===== config.mk =====
export PLATFORM = sky130hd
export DESIGN_NAME = core_dbg_regs
export DESIGN_NICKNAME = d
export VERILOG_FILES = /design/src/rtl/core_dbg_regs.sv
export SDC_FILE = /design/constraint.sdc
export NUM_CORES = 1
export LEC_CHECK = 0
export CAP_MARGIN = 40
export CORE_MARGIN = 2
export CORE_UTILIZATION = 50
export DETAILED_ROUTE_END_ITERATION = 16
export PLACE_DENSITY = 0.9
export SYNTH_ARGS = -nofsm -noshare
export SYNTH_HDL_FRONTEND = slang
export SYNTH_SLANG_ARGS = --single-unit

===== constraint.sdc =====
create_clock -name clk -period 6.1 [get_ports clk]
set_input_delay 1.83 -clock clk [delete_from_list [all_inputs] [get_ports clk]]
set_output_delay 1.83 -clock clk [all_outputs]
set_load 0.05 [all_outputs]

===== src/rtl/core_dbg_regs.sv =====
// Debug register file and core-control sequencer behind the core-debug APB slave.
// Define CORE_DBG_BKPT_EN to add the breakpoint address/enable registers and ports.
`timescale 1ns/1ps
module core_dbg_regs #(
  parameter int unsigned ADDR_WIDTH    = 5,
  parameter int unsigned DATA_WIDTH    = 32,
  parameter int unsigned GPR_IDX_WIDTH = 5,
  parameter int unsigned TIMEOUT       = 255,
  parameter logic [31:0] DBG_ID        = 32'hDC00_0001
) (
  input  logic                     clk,
  input  logic                     rst_n,
  input  logic                     core_dbg_req,
  input  logic                     core_dbg_wr_rd,
  input  logic [ADDR_WIDTH-1:0]    core_dbg_addr,
  input  logic [DATA_WIDTH-1:0]    core_dbg_wdata,
  output logic [DATA_WIDTH-1:0]    core_dbg_rdata,
  output logic                     core_dbg_rd_ready,
  output logic                     halt_req,
  output logic                     resume_req,
  output logic                     step_req,
  input  logic                     core_halted,
`ifdef CORE_DBG_BKPT_EN
  output logic [DATA_WIDTH-1:0]    bkpt_addr,
  output logic                     bkpt_en,
  input  logic                     bkpt_hit,
`endif
  output logic                     gpr_req,
  output logic                     gpr_we,
  output logic [GPR_IDX_WIDTH-1:0] gpr_idx,
  output logic [DATA_WIDTH-1:0]    gpr_wdata,
  input  logic                     gpr_ack,
  input  logic [DATA_WIDTH-1:0]    gpr_rdata
);

  localparam logic [ADDR_WIDTH-1:0] AddrCtrl    = ADDR_WIDTH'(0);
  localparam logic [ADDR_WIDTH-1:0] AddrStatus  = ADDR_WIDTH'(1);
  localparam logic [ADDR_WIDTH-1:0] AddrGprIdx  = ADDR_WIDTH'(2);
  localparam logic [ADDR_WIDTH-1:0] AddrGprData = ADDR_WIDTH'(3);
  localparam logic [ADDR_WIDTH-1:0] AddrGprCmd  = ADDR_WIDTH'(4);
  localparam logic [ADDR_WIDTH-1:0] AddrId      = ADDR_WIDTH'(31);
`ifdef CORE_DBG_BKPT_EN
  localparam logic [ADDR_WIDTH-1:0] AddrBkptAddr = ADDR_WIDTH'(5);
  localparam logic [ADDR_WIDTH-1:0] AddrBkptCtrl = ADDR_WIDTH'(6);
`endif
  localparam logic [7:0] CntLast = 8'(TIMEOUT - 1);

  typedef enum logic {GIdle, GWait} gpr_state_e;
  typedef enum logic [1:0] {RIdle, RWait, RResp} rd_state_e;

  gpr_state_e gpr_state_q, gpr_state_d;
  rd_state_e  rd_state_q, rd_state_d;

  logic                     halt_q, halt_d, resume_q, resume_d, step_q, step_d;
  logic                     seen_q, seen_d, err_q, err_d;
  logic [GPR_IDX_WIDTH-1:0] idx_reg_q, idx_reg_d;
  logic [DATA_WIDTH-1:0]    data_q, data_d;
  logic                     req_q, req_d, we_q, we_d;
  logic [GPR_IDX_WIDTH-1:0] idx_out_q, idx_out_d;
  logic [DATA_WIDTH-1:0]    wdata_out_q, wdata_out_d;
  logic [7:0]               cnt_q, cnt_d;
  logic [ADDR_WIDTH-1:0]    rd_addr_q, rd_addr_d;
  logic [DATA_WIDTH-1:0]    status, rd_mux;

  logic wr_en, rd_en, ctrl_wr, idx_wr, data_wr, cmd_wr, cmd_rw, cmd_clr;
  logic gpr_busy, gpr_done, bkpt_trig;

  assign wr_en   = core_dbg_req & core_dbg_wr_rd;
  assign rd_en   = core_dbg_req & ~core_dbg_wr_rd;
  assign ctrl_wr = wr_en && (core_dbg_addr == AddrCtrl);
  assign idx_wr  = wr_en && (core_dbg_addr == AddrGprIdx);
  assign data_wr = wr_en && (core_dbg_addr == AddrGprData);
  assign cmd_wr  = wr_en && (core_dbg_addr == AddrGprCmd);
  assign cmd_rw  = cmd_wr && ((core_dbg_wdata == DATA_WIDTH'(1)) ||
                              (core_dbg_wdata == DATA_WIDTH'(2)));
  assign cmd_clr = cmd_wr && (core_dbg_wdata == DATA_WIDTH'(3));

  assign gpr_busy = (gpr_state_q == GWait);
  // Access finishes on this edge: lets a waiting read respond with no extra bubble.
  assign gpr_done = gpr_busy && (gpr_ack || (cnt_q == CntLast));

`ifdef CORE_DBG_BKPT_EN
  logic [DATA_WIDTH-1:0] bkpt_addr_q;
  logic                  bkpt_en_q, bkpt_seen_q;
  assign bkpt_trig = bkpt_hit & bkpt_en_q;
  assign bkpt_addr = bkpt_addr_q;
  assign bkpt_en   = bkpt_en_q;

  always_ff @(posedge clk) begin
    if (!rst_n) begin
      bkpt_addr_q <= '0;
      bkpt_en_q   <= 1'b0;
      bkpt_seen_q <= 1'b0;
    end else begin
      if (wr_en && (core_dbg_addr == AddrBkptAddr)) bkpt_addr_q <= core_dbg_wdata;
      if (wr_en && (core_dbg_addr == AddrBkptCtrl)) bkpt_en_q <= core_dbg_wdata[0];
      if (cmd_clr && !gpr_busy) bkpt_seen_q <= 1'b0;
      else if (bkpt_trig)       bkpt_seen_q <= 1'b1;
    end
  end
`else
  assign bkpt_trig = 1'b0;
`endif

  // Core control handshakes and sticky status.
  always_comb begin
    halt_d   = halt_q;
    resume_d = resume_q;
    seen_d   = seen_q;
    if (core_halted) halt_d = 1'b0;
    if ((ctrl_wr && core_dbg_wdata[0]) || bkpt_trig) halt_d = 1'b1;
    if (!core_halted) resume_d = 1'b0;
    if (ctrl_wr && core_dbg_wdata[1] && !core_dbg_wdata[0] && core_halted) resume_d = 1'b1;
    step_d = ctrl_wr && core_dbg_wdata[2] && core_halted;
    if (core_halted) seen_d = 1'b1;
    if (cmd_clr && !gpr_busy) seen_d = 1'b0;
  end

  // GPR access sequencer.
  always_comb begin
    gpr_state_d = gpr_state_q;
    req_d       = req_q;
    we_d        = we_q;
    idx_out_d   = idx_out_q;
    wdata_out_d = wdata_out_q;
    cnt_d       = cnt_q;
    data_d      = data_q;
    err_d       = err_q;
    idx_reg_d   = idx_reg_q;
    if (idx_wr) idx_reg_d = core_dbg_wdata[GPR_IDX_WIDTH-1:0];
    if (data_wr) begin
      if (gpr_busy) err_d = 1'b1;
      else          data_d = core_dbg_wdata;
    end
    if (cmd_wr && gpr_busy) err_d = 1'b1;
    case (gpr_state_q)
      GIdle: begin
        if (cmd_rw) begin
          if (core_halted) begin
            idx_out_d   = idx_reg_q;
            we_d        = core_dbg_wdata[1];
            wdata_out_d = data_q;
            req_d       = 1'b1;
            cnt_d       = '0;
            gpr_state_d = GWait;
          end else begin
            err_d = 1'b1;
          end
        end
      end
      GWait: begin
        if (gpr_ack) begin
          req_d       = 1'b0;
          if (!we_q) data_d = gpr_rdata;
          gpr_state_d = GIdle;
        end else if (cnt_q == CntLast) begin
          req_d       = 1'b0;
          err_d       = 1'b1;
          gpr_state_d = GIdle;
        end else begin
          cnt_d = cnt_q + 8'd1;
        end
      end
      default: gpr_state_d = GIdle;
    endcase
    if (cmd_clr && !gpr_busy) err_d = 1'b0;
  end

  // Read response sequencer.
  always_comb begin
    rd_state_d = rd_state_q;
    rd_addr_d  = rd_addr_q;
    case (rd_state_q)
      RIdle: begin
        if (rd_en) begin
          rd_addr_d = core_dbg_addr;
          if ((core_dbg_addr == AddrGprData) && gpr_busy && !gpr_done) rd_state_d = RWait;
          else                                                         rd_state_d = RResp;
        end
      end
      RWait:   if (!gpr_busy || gpr_done) rd_state_d = RResp;
      RResp:   rd_state_d = RIdle;
      default: rd_state_d = RIdle;
    endcase
  end

  always_comb begin
    status    = '0;
    status[0] = core_halted;
    status[1] = gpr_busy;
    status[2] = err_q;
    status[3] = seen_q;
`ifdef CORE_DBG_BKPT_EN
    status[4] = bkpt_seen_q;
`endif
    rd_mux = '0;
    case (rd_addr_q)
      AddrStatus:   rd_mux = status;
      AddrGprIdx:   rd_mux = DATA_WIDTH'(idx_reg_q);
      AddrGprData:  rd_mux = data_q;
      AddrId:       rd_mux = DATA_WIDTH'(DBG_ID);
`ifdef CORE_DBG_BKPT_EN
      AddrBkptAddr: rd_mux = bkpt_addr_q;
      AddrBkptCtrl: rd_mux = DATA_WIDTH'(bkpt_en_q);
`endif
      default:      rd_mux = '0;
    endcase
  end

  assign core_dbg_rd_ready = (rd_state_q == RResp);
  assign core_dbg_rdata    = core_dbg_rd_ready ? rd_mux : '0;
  assign halt_req          = halt_q;
  assign resume_req        = resume_q;
  assign step_req          = step_q;
  assign gpr_req           = req_q;
  assign gpr_we            = we_q;
  assign gpr_idx           = idx_out_q;
  assign gpr_wdata         = wdata_out_q;

  always_ff @(posedge clk) begin
    if (!rst_n) begin
      gpr_state_q <= GIdle;
      rd_state_q  <= RIdle;
      halt_q      <= 1'b0;
      resume_q    <= 1'b0;
      step_q      <= 1'b0;
      seen_q      <= 1'b0;
      err_q       <= 1'b0;
      idx_reg_q   <= '0;
      data_q      <= '0;
      req_q       <= 1'b0;
      we_q        <= 1'b0;
      idx_out_q   <= '0;
      wdata_out_q <= '0;
      cnt_q       <= '0;
      rd_addr_q   <= '0;
    end else begin
      gpr_state_q <= gpr_state_d;
      rd_state_q  <= rd_state_d;
      halt_q      <= halt_d;
      resume_q    <= resume_d;
      step_q      <= step_d;
      seen_q      <= seen_d;
      err_q       <= err_d;
      idx_reg_q   <= idx_reg_d;
      data_q      <= data_d;
      req_q       <= req_d;
      we_q        <= we_d;
      idx_out_q   <= idx_out_d;
      wdata_out_q <= wdata_out_d;
      cnt_q       <= cnt_d;
      rd_addr_q   <= rd_addr_d;
    end
  end

endmodule


==> results of run 1 <==
state kept, by name, summed over array words and instances (netlist names):
register	count
cnt_q	8
data_q	32
err_q	1
gpr_busy	1
gpr_idx	5
gpr_req	1
gpr_wdata	32
gpr_we	1
halt_req	1
idx_reg_q	5
rd_addr_q	5
rd_state_q	2
resume_req	1
seen_q	1
step_req	1
power by group through the flow:
stage | combinational (mW) | sequential (mW) | clock, mW
final | 0.0947 | 0.640 | 0.429
after global routing | 0.100 | 0.641 | 0.465
after CTS | 0.0942 | 0.640 | 0.437
after detailed placement | 0.0936 | 0.655 | 0
after global placement | 0.0916 | 0.654 | 0
after floorplan | 0.0360 | 0.652 | 0
stage by stage:
stage               hold WS [ns]  power [mW]  cells  instance area (µm²)
CTS                        0.468        1.17    727                 6360
floorplan                  0.432       0.688    479                 4680
detailed placement         0.454       0.748    711                 6160
finish                     0.462        1.16    727                 6360
global route               0.481        1.21    727                 6360
global placement           0.446       0.746    710                 6150
layer usage:
layer / global-route usage / wire [µm]
met2: 0.424 / 6010
met1: 0.299 / 5220
met5: 0 / 0
met4: 0.113 / 386
met3: 0.0423 / 851
worst max-delay path by stage:
stage                     start           endpoint  slack (ns)  cells past startpoint
detailed placement  core_halted  core_dbg_rdata[0]        0.49                      6
finish              core_halted  core_dbg_rdata[0]        0.46                      6
floorplan           core_halted  core_dbg_rdata[0]        1.68                      4
global placement    core_halted  core_dbg_rdata[0]        0.51                      6
CTS                 core_halted  core_dbg_rdata[0]        0.49                      6
global route        core_halted  core_dbg_rdata[0]        0.41                      6
placed cells by master, fill, tap and decap left out, types with 5 or more instances in the layout:
cell type,synthesis,final
sky130_fd_sc_hd__o21ai_0,8,8
sky130_fd_sc_hd__nor2b_1,54,54
sky130_fd_sc_hd__o21a_1,9,9
sky130_fd_sc_hd__mux2i_1,80,80
sky130_fd_sc_hd__dfxtp_1,97,97
sky130_fd_sc_hd__mux2_2,5,5
sky130_fd_sc_hd__nor4_1,5,5
sky130_fd_sc_hd__a22oi_1,5,5
sky130_fd_sc_hd__o211a_1,32,32
sky130_fd_sc_hd__clkdlybuf4s50_1,0,148
sky130_fd_sc_hd__a31oi_1,6,6
sky130_fd_sc_hd__nand2_1,47,47
sky130_fd_sc_hd__and2_1,25,25
sky130_fd_sc_hd__buf_4,1,5
sky130_fd_sc_hd__clkbuf_8,3,10
sky130_fd_sc_hd__nor2_1,18,18
sky130_fd_sc_hd__nand3_1,5,5
critical path, delay by kind of cell:
| kind | cells | cell delay, ns |
|---|---|---|
| buf+inv | 2 | 1.23 |
| mux | 1 | 0.31 |
| compound gates | 2 | 0.36 |
| simple gates | 1 | 0.07 |
logic make-up (layout without fill, tap and decap cells):
kind of cell    after synthesis  count (layout)  share of synthesized area
xor+xnor                      1               1                    0.00187
mux                          85              85                      0.183
compound gates               71              71                      0.123
simple gates                185             185                      0.225
buf+inv                      38             175                     0.0465
fa+ha+maj                     2               2                    0.00535
flops                        97              97                      0.415
synth_stat cells (6+ instances only):
master,number
sky130_fd_sc_hd__a31oi_1,6
sky130_fd_sc_hd__nor2_1,18
sky130_fd_sc_hd__o21a_1,9
sky130_fd_sc_hd__nor2b_1,54
sky130_fd_sc_hd__o21ai_0,8
sky130_fd_sc_hd__o211a_1,32
sky130_fd_sc_hd__mux2i_1,80
sky130_fd_sc_hd__buf_2,7
sky130_fd_sc_hd__clkbuf_1,17
sky130_fd_sc_hd__dfxtp_1,97
sky130_fd_sc_hd__nand2_1,47
sky130_fd_sc_hd__and2_1,25
cell type report:
class / instances / area, µm² / area share
well taps: 111 / 139 / 0.0218
inverters: 4 / 15.0 / 0.00236
multi-input cells: 344 / 2530 / 0.398
flip-flops and latches: 97 / 1940 / 0.305
repair buffers: 155 / 1530 / 0.240
clock buffers: 10 / 138 / 0.0216
clock inverters: 6 / 65.1 / 0.0102
==> flow_metrics.tcl, run 1 <==
set metrics [dict create \
    drt-total-wl_mm 12.5 \
    reg2reg_depth 6 \
    timing.critical_path.fanout_max 7 \
    chip_width_um 101 \
    power_per_cell_area_nw_per_um2 183 \
    postSynthRegisterBits 97 \
    coreArea_um2 9150 \
    cts_sinks 97 \
    route.antenna.remaining_nets 0 \
    synth-warning-count 0 \
    fp.dieH_um 101 \
    gp_congestion 0.861 \
    insertedDiodeCount 0 \
    cp_startpoint_kind "input port" \
    total_clock_buffers_created_by_cts 9 \
    netSwitchingFraction 0.230 \
    regToRegEndpoint "gpr_wdata[19]" \
    drcViolationCount 0 \
    netSwitchingPower_mw 0.267 \
    cell_count_of_the_worst_hold_path 2 \
    timing.clock.skew_ns 0.0124 \
    post-dp-hpwl_mm 8.97 \
    comb_power_share 0.081 \
    critPathMostFrequentCell "sky130_fd_sc_hd__clkdlybuf4s50_1" \
    grt_max_degree 99 \
    rsz0062_at_grt "no" \
    synth.top_cells.by_area "sky130_fd_sc_hd__dfxtp_1 (41%), sky130_fd_sc_hd__mux2i_1 (17%), sky130_fd_sc_hd__nor2b_1 (7.2%)" \
    initialDrtViolationCount 153 \
    min_from "gpr_req" \
    cp_cell_sequence "clkdlybuf4s50_1 -> mux2_2 -> a22oi_1 -> nor2_1 -> o21a_1 -> clkdlybuf4s50_1" \
    cts_resized 0 \
    rows 35 \
    number_of_antenna_violations_at_the_first_check_in_global_routing 0 \
    grt_first_pass_wirelength_mm 19.8 \
    drt-pass1-iter-count 5 \
    p_clk_frac 0.369 \
    fin_crit_sh 0.924 \
    async_reset_ff_frac 0 \
    cts_max_path_buffers 2 \
    r2r_slack_ns 3.78 \
    port-buffer-count 149 \
    mappedNetlistNets 556 \
    rr_startpoint "gpr_busy" \
    report.final.slew_viol_count 0 \
    postCtsHoldBufs 0 \
    dieArea_um2 10100 \
    setup_slack_ns 0.463 \
    final_hold_vio_count 0 \
    post-route-min-period_ns 5.64 \
    setup_violations 0 \
    worst_setup_hold_path_clk_slew_ns 0.09 \
    vdd.ir_drop.worst_v 0.000102 \
    worst-endpoint-required_ns 4.27 \
    drive_gt1_frac 0.0601 \
    outcome "complete, no violations" \
    root_buffer "sky130_fd_sc_hd__clkbuf_8" \
    areaGrowthSynthToFinish_pct 35.9 \
    yosysSeqAreaShare 0.415 \
    synth_area_um2 4680 \
    internal_dissipation_mw 0.897 \
    route.vias.total 3996 \
    timing.fmax_mhz 177 \
    synth_top_flop_cell "sky130_fd_sc_hd__dfxtp_1" \
    avgSynthCellArea_um2 9.77 \
    setup_total_negative_slack_ns 0 \
    power.share.sequential 0.550 \
    slew_headroom 0.429 \
    synth_top_cell_area_share 0.415 \
    initial_core_util 0.511 \
    vias_per_cell 5.50 \
    finish.net_count 688 \
    htreeDepth 3 \
    total_setup_buffers_inserted_after_cts 0 \
    min_path_type "reg -> reg" \
    grt_util_all_layers 0.246 \
    cts_tree "done" \
    num-fill-cells 678 \
    grt_pass1_vias 4054 \
    crit_path_max_delay_cell_type "sky130_fd_sc_hd__clkdlybuf4s50_1" \
    global_route.overflow_total 0 \
    drv_cap 0 \
    synth-edff-count 0 \
    netlist-cell-type-count 48 \
    critical_path_class "in -> out" \
    worstHoldEndpoint "gpr_req" \
    worst_path_arrival_ns 3.81 \
    clock_insertion_delay_worst_skew_ns 0.35 \
    netlist_instances 479 \
    post-route-util 0.695 \
    synthDominantAreaCellType "sky130_fd_sc_hd__dfxtp_1" \
    io_pins 150 \
    endpoint_kind "primary output" \
    leakage_nw 2.83 \
    drt-wirelength-per-cell_um 17.1 \
    max_slew.worst_pin.slew_ns 0.857 \
    pre_cts_slack_ns 0.493 \
    slowest_delay_ns 0.71 \
]
Note: power is estimated with default switching activity, not from simulation.
==> inputs of run 2 (changes only) <==
--- a/config.mk
+++ b/config.mk
@@ -9,6 +9,7 @@
 export CORE_MARGIN = 2
 export CORE_UTILIZATION = 50
 export DETAILED_ROUTE_END_ITERATION = 16
+export GPL_TIMING_DRIVEN = 1
 export PLACE_DENSITY = 0.9
 export SYNTH_ARGS = -nofsm -noshare
 export SYNTH_HDL_FRONTEND = slang
==> results of run 2 <==
Same layout as run 1: the final DEF is identical, and so are final timing and power.
==> inputs of run 3 (changes only) <==
--- a/config.mk
+++ b/config.mk
@@ -11,6 +11,7 @@
 export DETAILED_ROUTE_END_ITERATION = 16
 export GPL_TIMING_DRIVEN = 1
 export PLACE_DENSITY = 0.9
+export SKIP_CTS_REPAIR_TIMING = 1
 export SYNTH_ARGS = -nofsm -noshare
 export SYNTH_HDL_FRONTEND = slang
 export SYNTH_SLANG_ARGS = --single-unit
==> results of run 3 <==
Same layout as run 1: the final DEF is identical, and so are final timing and power.
